===== config.mk =====
export PLATFORM = sky130hd
export DESIGN_NAME = multicycle_control
export DESIGN_NICKNAME = d
export VERILOG_FILES = /design/src/rtl/multicycle_control.sv
export SDC_FILE = /design/constraint.sdc
export NUM_CORES = 1
export LEC_CHECK = 0
export ABC_CLOCK_PERIOD_IN_PS = 2820
export CORE_ASPECT_RATIO = 0.7
export CORE_MARGIN = 8
export CORE_UTILIZATION = 48
export CTS_CLUSTER_SIZE = 10
export DETAILED_ROUTE_END_ITERATION = 8
export PLACE_DENSITY = 0.92
export SYNTH_ARGS = -nofsm -noshare
export SYNTH_HDL_FRONTEND = slang
export SYNTH_SLANG_ARGS = --single-unit
export TNS_END_PERCENT = 10

===== constraint.sdc =====
create_clock -name clk -period 2.82 [get_ports clk]
set_input_delay 0.846 -clock clk [delete_from_list [all_inputs] [get_ports clk]]
set_output_delay 0.846 -clock clk [all_outputs]
set_load 0.005 [all_outputs]

===== src/rtl/multicycle_control.sv =====
`timescale 1ns/1ps
// Multi-cycle control FSM for the RV32I-subset datapath: latches the fetched
// instruction into IR, decodes it, and sequences FETCH/EXEC or FETCH/MEM/WB.
module multicycle_control #(
    parameter int unsigned W = 32
) (
    input  logic         clk,
    input  logic         rst,
    input  logic         run,
    input  logic [31:0]  instruction,
    input  logic         zero,
    output logic         branch,
    output logic         is_lui,
    output logic         is_jal,
    output logic         is_jalr,
    output logic         mem2reg,
    output logic         memwrite,
    output logic         alusrc,
    output logic         regwrite,
    output logic [3:0]   aluctl,
    output logic         pcwrite,
    output logic         halted,
    output logic         illegal,
    output logic [W-1:0] retired
);

    localparam int unsigned XLEN = 32;

    localparam logic [6:0] OP_R    = 7'b0110011;
    localparam logic [6:0] OP_I    = 7'b0010011;
    localparam logic [6:0] OP_LUI  = 7'b0110111;
    localparam logic [6:0] OP_BR   = 7'b1100011;
    localparam logic [6:0] OP_JAL  = 7'b1101111;
    localparam logic [6:0] OP_JALR = 7'b1100111;
    localparam logic [6:0] OP_ST   = 7'b0100011;
    localparam logic [6:0] OP_LD   = 7'b0000011;
    localparam logic [6:0] OP_SYS  = 7'b1110011;

    localparam logic [3:0] ALU_AND = 4'b0000;
    localparam logic [3:0] ALU_OR  = 4'b0001;
    localparam logic [3:0] ALU_ADD = 4'b0010;
    localparam logic [3:0] ALU_SUB = 4'b0110;
    localparam logic [3:0] ALU_SLT = 4'b0111;

    typedef enum logic [2:0] {
        S_IDLE  = 3'd0,
        S_FETCH = 3'd1,
        S_EXEC  = 3'd2,
        S_MEM   = 3'd3,
        S_WB    = 3'd4,
        S_HALT  = 3'd5
    } state_t;

    state_t            state;
    state_t            next_state;
    logic [XLEN-1:0]   ir;
    logic [4:0]        ir_r_dec;
    logic [4:0]        ir_i_dec;
    logic              fetch_legal;
    logic              unused_bits;

    // R-type funct7/funct3 to {supported, aluctl}
    function automatic logic [4:0] dec_r(input logic [6:0] f7, input logic [2:0] f3);
        dec_r = {1'b0, ALU_AND};
        case ({f7, f3})
            {7'b0000000, 3'b000}: dec_r = {1'b1, ALU_ADD};
            {7'b0100000, 3'b000}: dec_r = {1'b1, ALU_SUB};
            {7'b0000000, 3'b111}: dec_r = {1'b1, ALU_AND};
            {7'b0000000, 3'b110}: dec_r = {1'b1, ALU_OR};
            {7'b0000000, 3'b010}: dec_r = {1'b1, ALU_SLT};
            default:              dec_r = {1'b0, ALU_AND};
        endcase
    endfunction

    // I-ALU funct3 to {supported, aluctl}
    function automatic logic [4:0] dec_i(input logic [2:0] f3);
        dec_i = {1'b0, ALU_AND};
        case (f3)
            3'b000:  dec_i = {1'b1, ALU_ADD};
            3'b111:  dec_i = {1'b1, ALU_AND};
            3'b110:  dec_i = {1'b1, ALU_OR};
            3'b010:  dec_i = {1'b1, ALU_SLT};
            default: dec_i = {1'b0, ALU_AND};
        endcase
    endfunction

    // Whether an encoding is supported (SYSTEM counts as supported; it halts cleanly)
    function automatic logic is_legal(input logic [31:0] i);
        logic [4:0] r_d;
        logic [4:0] i_d;
        r_d = dec_r(i[31:25], i[14:12]);
        i_d = dec_i(i[14:12]);
        case (i[6:0])
            OP_R:                   is_legal = r_d[4];
            OP_I:                   is_legal = i_d[4];
            OP_LUI, OP_JAL, OP_SYS: is_legal = 1'b1;
            OP_BR, OP_JALR:         is_legal = (i[14:12] == 3'b000);
            OP_ST, OP_LD:           is_legal = (i[14:12] == 3'b010);
            default:                is_legal = 1'b0;
        endcase
    endfunction

    assign ir_r_dec    = dec_r(ir[31:25], ir[14:12]);
    assign ir_i_dec    = dec_i(ir[14:12]);
    assign fetch_legal = is_legal(instruction);

    // Register fields and the zero flag are not needed by the controller
    assign unused_bits = ^{zero, ir[24:15], ir[11:7], ir_r_dec[4], ir_i_dec[4]};

    // State register
    always_ff @(posedge clk or negedge rst) begin
        if (!rst) begin
            state <= S_IDLE;
        end else begin
            state <= next_state;
        end
    end

    // Next-state logic; FETCH routes on the incoming instruction as IR loads
    always_comb begin
        next_state = state;
        case (state)
            S_IDLE: begin
                if (run) next_state = S_FETCH;
            end
            S_FETCH: begin
                if (!run)                          next_state = S_IDLE;
                else if (!fetch_legal)             next_state = S_HALT;
                else if (instruction[6:0] == OP_SYS) next_state = S_HALT;
                else if (instruction[6:0] == OP_LD)  next_state = S_MEM;
                else                               next_state = S_EXEC;
            end
            S_EXEC:  next_state = S_FETCH;
            S_MEM:   next_state = S_WB;
            S_WB:    next_state = S_FETCH;
            S_HALT:  next_state = S_HALT;
            default: next_state = S_IDLE;
        endcase
    end

    // Control outputs decoded from state and IR only
    always_comb begin
        branch   = 1'b0;
        is_lui   = 1'b0;
        is_jal   = 1'b0;
        is_jalr  = 1'b0;
        mem2reg  = 1'b0;
        memwrite = 1'b0;
        alusrc   = 1'b0;
        regwrite = 1'b0;
        aluctl   = ALU_AND;
        pcwrite  = 1'b0;
        halted   = 1'b0;
        case (state)
            S_EXEC: begin
                case (ir[6:0])
                    OP_R: begin
                        regwrite = 1'b1;
                        pcwrite  = 1'b1;
                        aluctl   = ir_r_dec[3:0];
                    end
                    OP_I: begin
                        regwrite = 1'b1;
                        alusrc   = 1'b1;
                        pcwrite  = 1'b1;
                        aluctl   = ir_i_dec[3:0];
                    end
                    OP_LUI: begin
                        is_lui   = 1'b1;
                        regwrite = 1'b1;
                        pcwrite  = 1'b1;
                    end
                    OP_BR: begin
                        branch  = 1'b1;
                        aluctl  = ALU_SUB;
                        pcwrite = 1'b1;
                    end
                    OP_JAL: begin
                        is_jal   = 1'b1;
                        regwrite = 1'b1;
                        pcwrite  = 1'b1;
                    end
                    OP_JALR: begin
                        is_jalr  = 1'b1;
                        regwrite = 1'b1;
                        pcwrite  = 1'b1;
                    end
                    OP_ST: begin
                        memwrite = 1'b1;
                        alusrc   = 1'b1;
                        aluctl   = ALU_ADD;
                        pcwrite  = 1'b1;
                    end
                    default: ;
                endcase
            end
            S_MEM: begin
                mem2reg = 1'b1;
                alusrc  = 1'b1;
                aluctl  = ALU_ADD;
            end
            S_WB: begin
                mem2reg  = 1'b1;
                alusrc   = 1'b1;
                aluctl   = ALU_ADD;
                regwrite = 1'b1;
                pcwrite  = 1'b1;
            end
            S_HALT:  halted = 1'b1;
            default: ;
        endcase
    end

    // IR load and sticky illegal flag, both captured in FETCH while run is high
    always_ff @(posedge clk or negedge rst) begin
        if (!rst) begin
            ir      <= '0;
            illegal <= 1'b0;
        end else if (state == S_FETCH && run) begin
            ir <= instruction;
            if (!fetch_legal) illegal <= 1'b1;
        end
    end

    // Retired-instruction counter: one count per PC update, wrapping
    always_ff @(posedge clk or negedge rst) begin
        if (!rst) begin
            retired <= '0;
        end else if (pcwrite) begin
            retired <= retired + W'(1);
        end
    end

endmodule

==> results.toml <==
[clock_network]
cts_buffers = 5
clk_path_buf_depth = 2
cts_setup_buffers = 0
clkTransAtPathRegs_ps = 90
hold_buffers = 0
clk_latency_ps = 300
h-tree-depth = 2
cts_tree = "built"
cts-root-buf = "clkbuf_8"
cts_sinks = 53

[run_status]
outcome = "finished, violations left"
violations = "negative setup slack"

[critical_path]
slowest_delay_ps = 490
critPathKind = "reg2out"
arrival_ps = 2110
worstPathRequired_ps = 1970
path_max_fanout = 10
critPathLaunchType = "register"
slowest_stage = "dfrtp_2"
path_cells = "and4b_2 -> a31o_2 -> o21a_1 -> nor2_1 -> inv_1 -> clkdlybuf4s50_1"
worst-path-buf-inv = 2
setup.worst_path.end_class = "output pin"
crit_family = "buffers and inverters"

[global_routing]
antenna_found_initial = 0
overflow = 0
busiest_layer = "met2"
grt_max_degree = 31
grtUsageMet3_pct = 4.396
grt_usage_pct = 17.23
grtUsageMet1_pct = 22.16
grt_pass1_vias = 2446
grt_pass1_wl_um = 12130
gr-usage-met2_pct = 28.12

[route]
wl_um = 7252
postRouteAntennaNets = 0
avgViaCountPerCell = 5.623
wl_per_cell_um = 17.10
dr.first_iter.drc_count = 116
post-route-drc-count = 0
via_count = 2384
dr.pass1.iters = 4

[sta]
finalHoldViolations = 0
grt_setup_unrepaired = "true"
max_slew_margin_pct = 59.41
min_period_ps = 2952
fin_tns_setup_ps = -230.1
fmax_mhz = 338.7
setup_viol = 2
finalCritPeriodShare_pct = 104.7
worst_pin_slew_ps = 608.8
final.setup.worst_slack_ps = -132.3
slew_viol_final = 0
finClkSkew_ps = 10.36
whs_ps = 470.4

[die]
io_pins = 83
coreArea_sq_um = 5727
die_area_sq_um = 8664
start_util_pct = 49.53
fp-row-count = 23
fp.dieW_um = 107.9
die-height_um = 80.32

[synthesis]
yosysUniqueCellTypes = 55
ys_warn_count = 0
yosysSeqAreaShare_pct = 46.76
avgSynthCellArea_sq_um = 10.43
synth_area_sq_um = 2836
synthFlopType = "dfrtp_1"
synth_edf_count = 0
synthesis.nets = 309
synthCells = 272
ys_async_sr_fraction_pct = 100.0
synth-seq-cells = 53

[power_and_ir_drop]
power_frac_comb_pct = 35.6
vdd_ir_drop_max_uv = 364.7
pwr-share-seq_pct = 43.4
swShare_pct = 34.08
p_per_area_nw_per_um2 = 665.9
internal-power_mw = 1.675
fin_total_pwr_mw = 2.540
p_clk_share_pct = 21.0
p_leak_nw = 1.662
switchingPower_uw = 865.7

[layout]
antenna_cells = 0
syn2layout_area_growth_pct = 34.49
drive_above_1_share_pct = 18.62
nets = 385

[run]
cap_violations = 0

[place]
place.gp.congestion = 0.8850
post-dp-hpwl_um = 5574
io_buffer_count = 65

[hold_path]
min_path_type = "reg2reg"
cells in the mapped netlist (2+ instances only):
master | number | share of area (%)
clkbuf_1 | 5 | 0.66
xor2_1 | 12 | 3.7
and3_1 | 5 | 1.1
nor3b_1 | 2 | 0.53
and2_1 | 3 | 0.66
nor4_1 | 3 | 0.66
mux2_2 | 16 | 6.4
xnor2_1 | 21 | 6.5
buf_2 | 2 | 0.35
dfrtp_1 | 53 | 47
nand3_1 | 17 | 3.0
buf_1 | 2 | 0.26
nor4_2 | 3 | 1.3
o221ai_2 | 2 | 1.1
a21oi_1 | 6 | 1.1
nor3_1 | 9 | 1.6
o31ai_1 | 2 | 0.53
inv_1 | 7 | 0.93
and2b_2 | 2 | 0.62
o21ai_0 | 7 | 1.2
or3_1 | 5 | 1.1
nor2_1 | 22 | 2.9
nand2b_1 | 2 | 0.44
nand2_1 | 19 | 2.5
nand4_1 | 12 | 2.6
and4_1 | 3 | 0.93
a211oi_1 | 2 | 0.53
final timing paths:
check | startpoint | end | slack [ps] | cells after the start
worst min register to register | retired[31]$_DFFE_PN0P_ | retired[31]$_DFFE_PN0P_ | 470 | 1
worst max register to register | retired[2]$_DFFE_PN0P_ | retired[29]$_DFFE_PN0P_ | 740 | 5
worst max-delay path | ir[5]$_DFFE_PN0P_ | pcwrite | -130 | 6
worst min-delay path | retired[31]$_DFFE_PN0P_ | retired[31]$_DFFE_PN0P_ | 470 | 1
max in group asynchronous | rst | ir[4]$_DFFE_PN0P_ | 1680 | 2
min in group asynchronous | rst | retired[26]$_DFFE_PN0P_ | 550 | 1
sequential cells by signal (all words and copies together), names as in the netlist:
| signal | cells |
|---|---|
| retired | 32 |
| ir | 17 |
| state | 3 |
| illegal | 1 |
per-stage QoR:
stage,std cells,setup slack [ps],util [%],cell area (sq um)
4_1_cts,424,-227.7,65.92,3775
2_1_floorplan,272,487.9,-,2836
6_report,424,-132.3,66.62,3815
3_3_place_gp,416,6.391,63.71,3649
3_5_place_dp,416,0.6486,63.71,3649
5_1_grt,424,-234.9,66.62,3815
per-layer routing:
layer / vias up / routed length [um]
li1: 1132 / -
met1: 1186 / 3239
met2: 60 / 3510
met3: 6 / 449
met4: 0 / 53
met5: - / 0
cell usage in the layout (no fill, tap or decap), types with 7 or more instances in the layout:
cell type,netlist,layout
nand2_1,19,19
clkdlybuf4s50_1,0,57
nor3_1,9,9
mux2_2,16,16
buf_4,1,15
dfrtp_1,53,51
xnor2_1,21,20
nor2_1,22,21
nand3_1,17,17
xor2_1,12,12
nand4_1,12,12
inv_1,7,7
what timing repair did:
| action | CTS | global route |
|---|---|---|
| gates cloned | 0 | 0 |
| gates resized for setup | 8 | 15 |
| endpoints found under the setup margin | 9 | 9 |
| endpoints found under the hold margin | 0 | 0 |
| pin swaps | 0 | 3 |
cells by family (layout without fill, tap and decap cells):
group	Yosys count	count (layout)	synth area share (%)
other	1	1	0.1322
xor gates and xnor gates	33	33	10.19
buffers and inverters	19	96	3.044
muxes	17	17	6.749
adders and majority gates	1	1	0.4410
AOI/OAI and AO/OA	32	32	9.882
and+or+nand+nor	116	116	22.81
DFF	53	53	46.76
power groups by stage:
| stage | registers, mW | logic (mW) | clock network (mW) |
|---|---|---|---|
| global route | 1.13 | 0.990 | 0.575 |
| global placement | 1.07 | 0.831 | 0 |
| detailed placement | 1.09 | 0.867 | 0 |
| finish | 1.10 | 0.903 | 0.534 |
| CTS | 1.08 | 0.875 | 0.548 |
| floorplan | 1.06 | 0.528 | 0 |
final cells by class:
| cell class | count | area (sq um) |
|---|---|---|
| fillers | 458 | 1912 |
| flip-flops and latches | 53 | 1329 |
| clock buffers | 7 | 86.33 |
| clock inverters | 1 | 30.03 |
| multi-input cells | 200 | 1473 |
| well taps | 75 | 93.84 |
| repair buffers | 81 | 777.0 |
| inverters | 7 | 26.28 |
No activity file was read; power rests on OpenSTA's default activity.
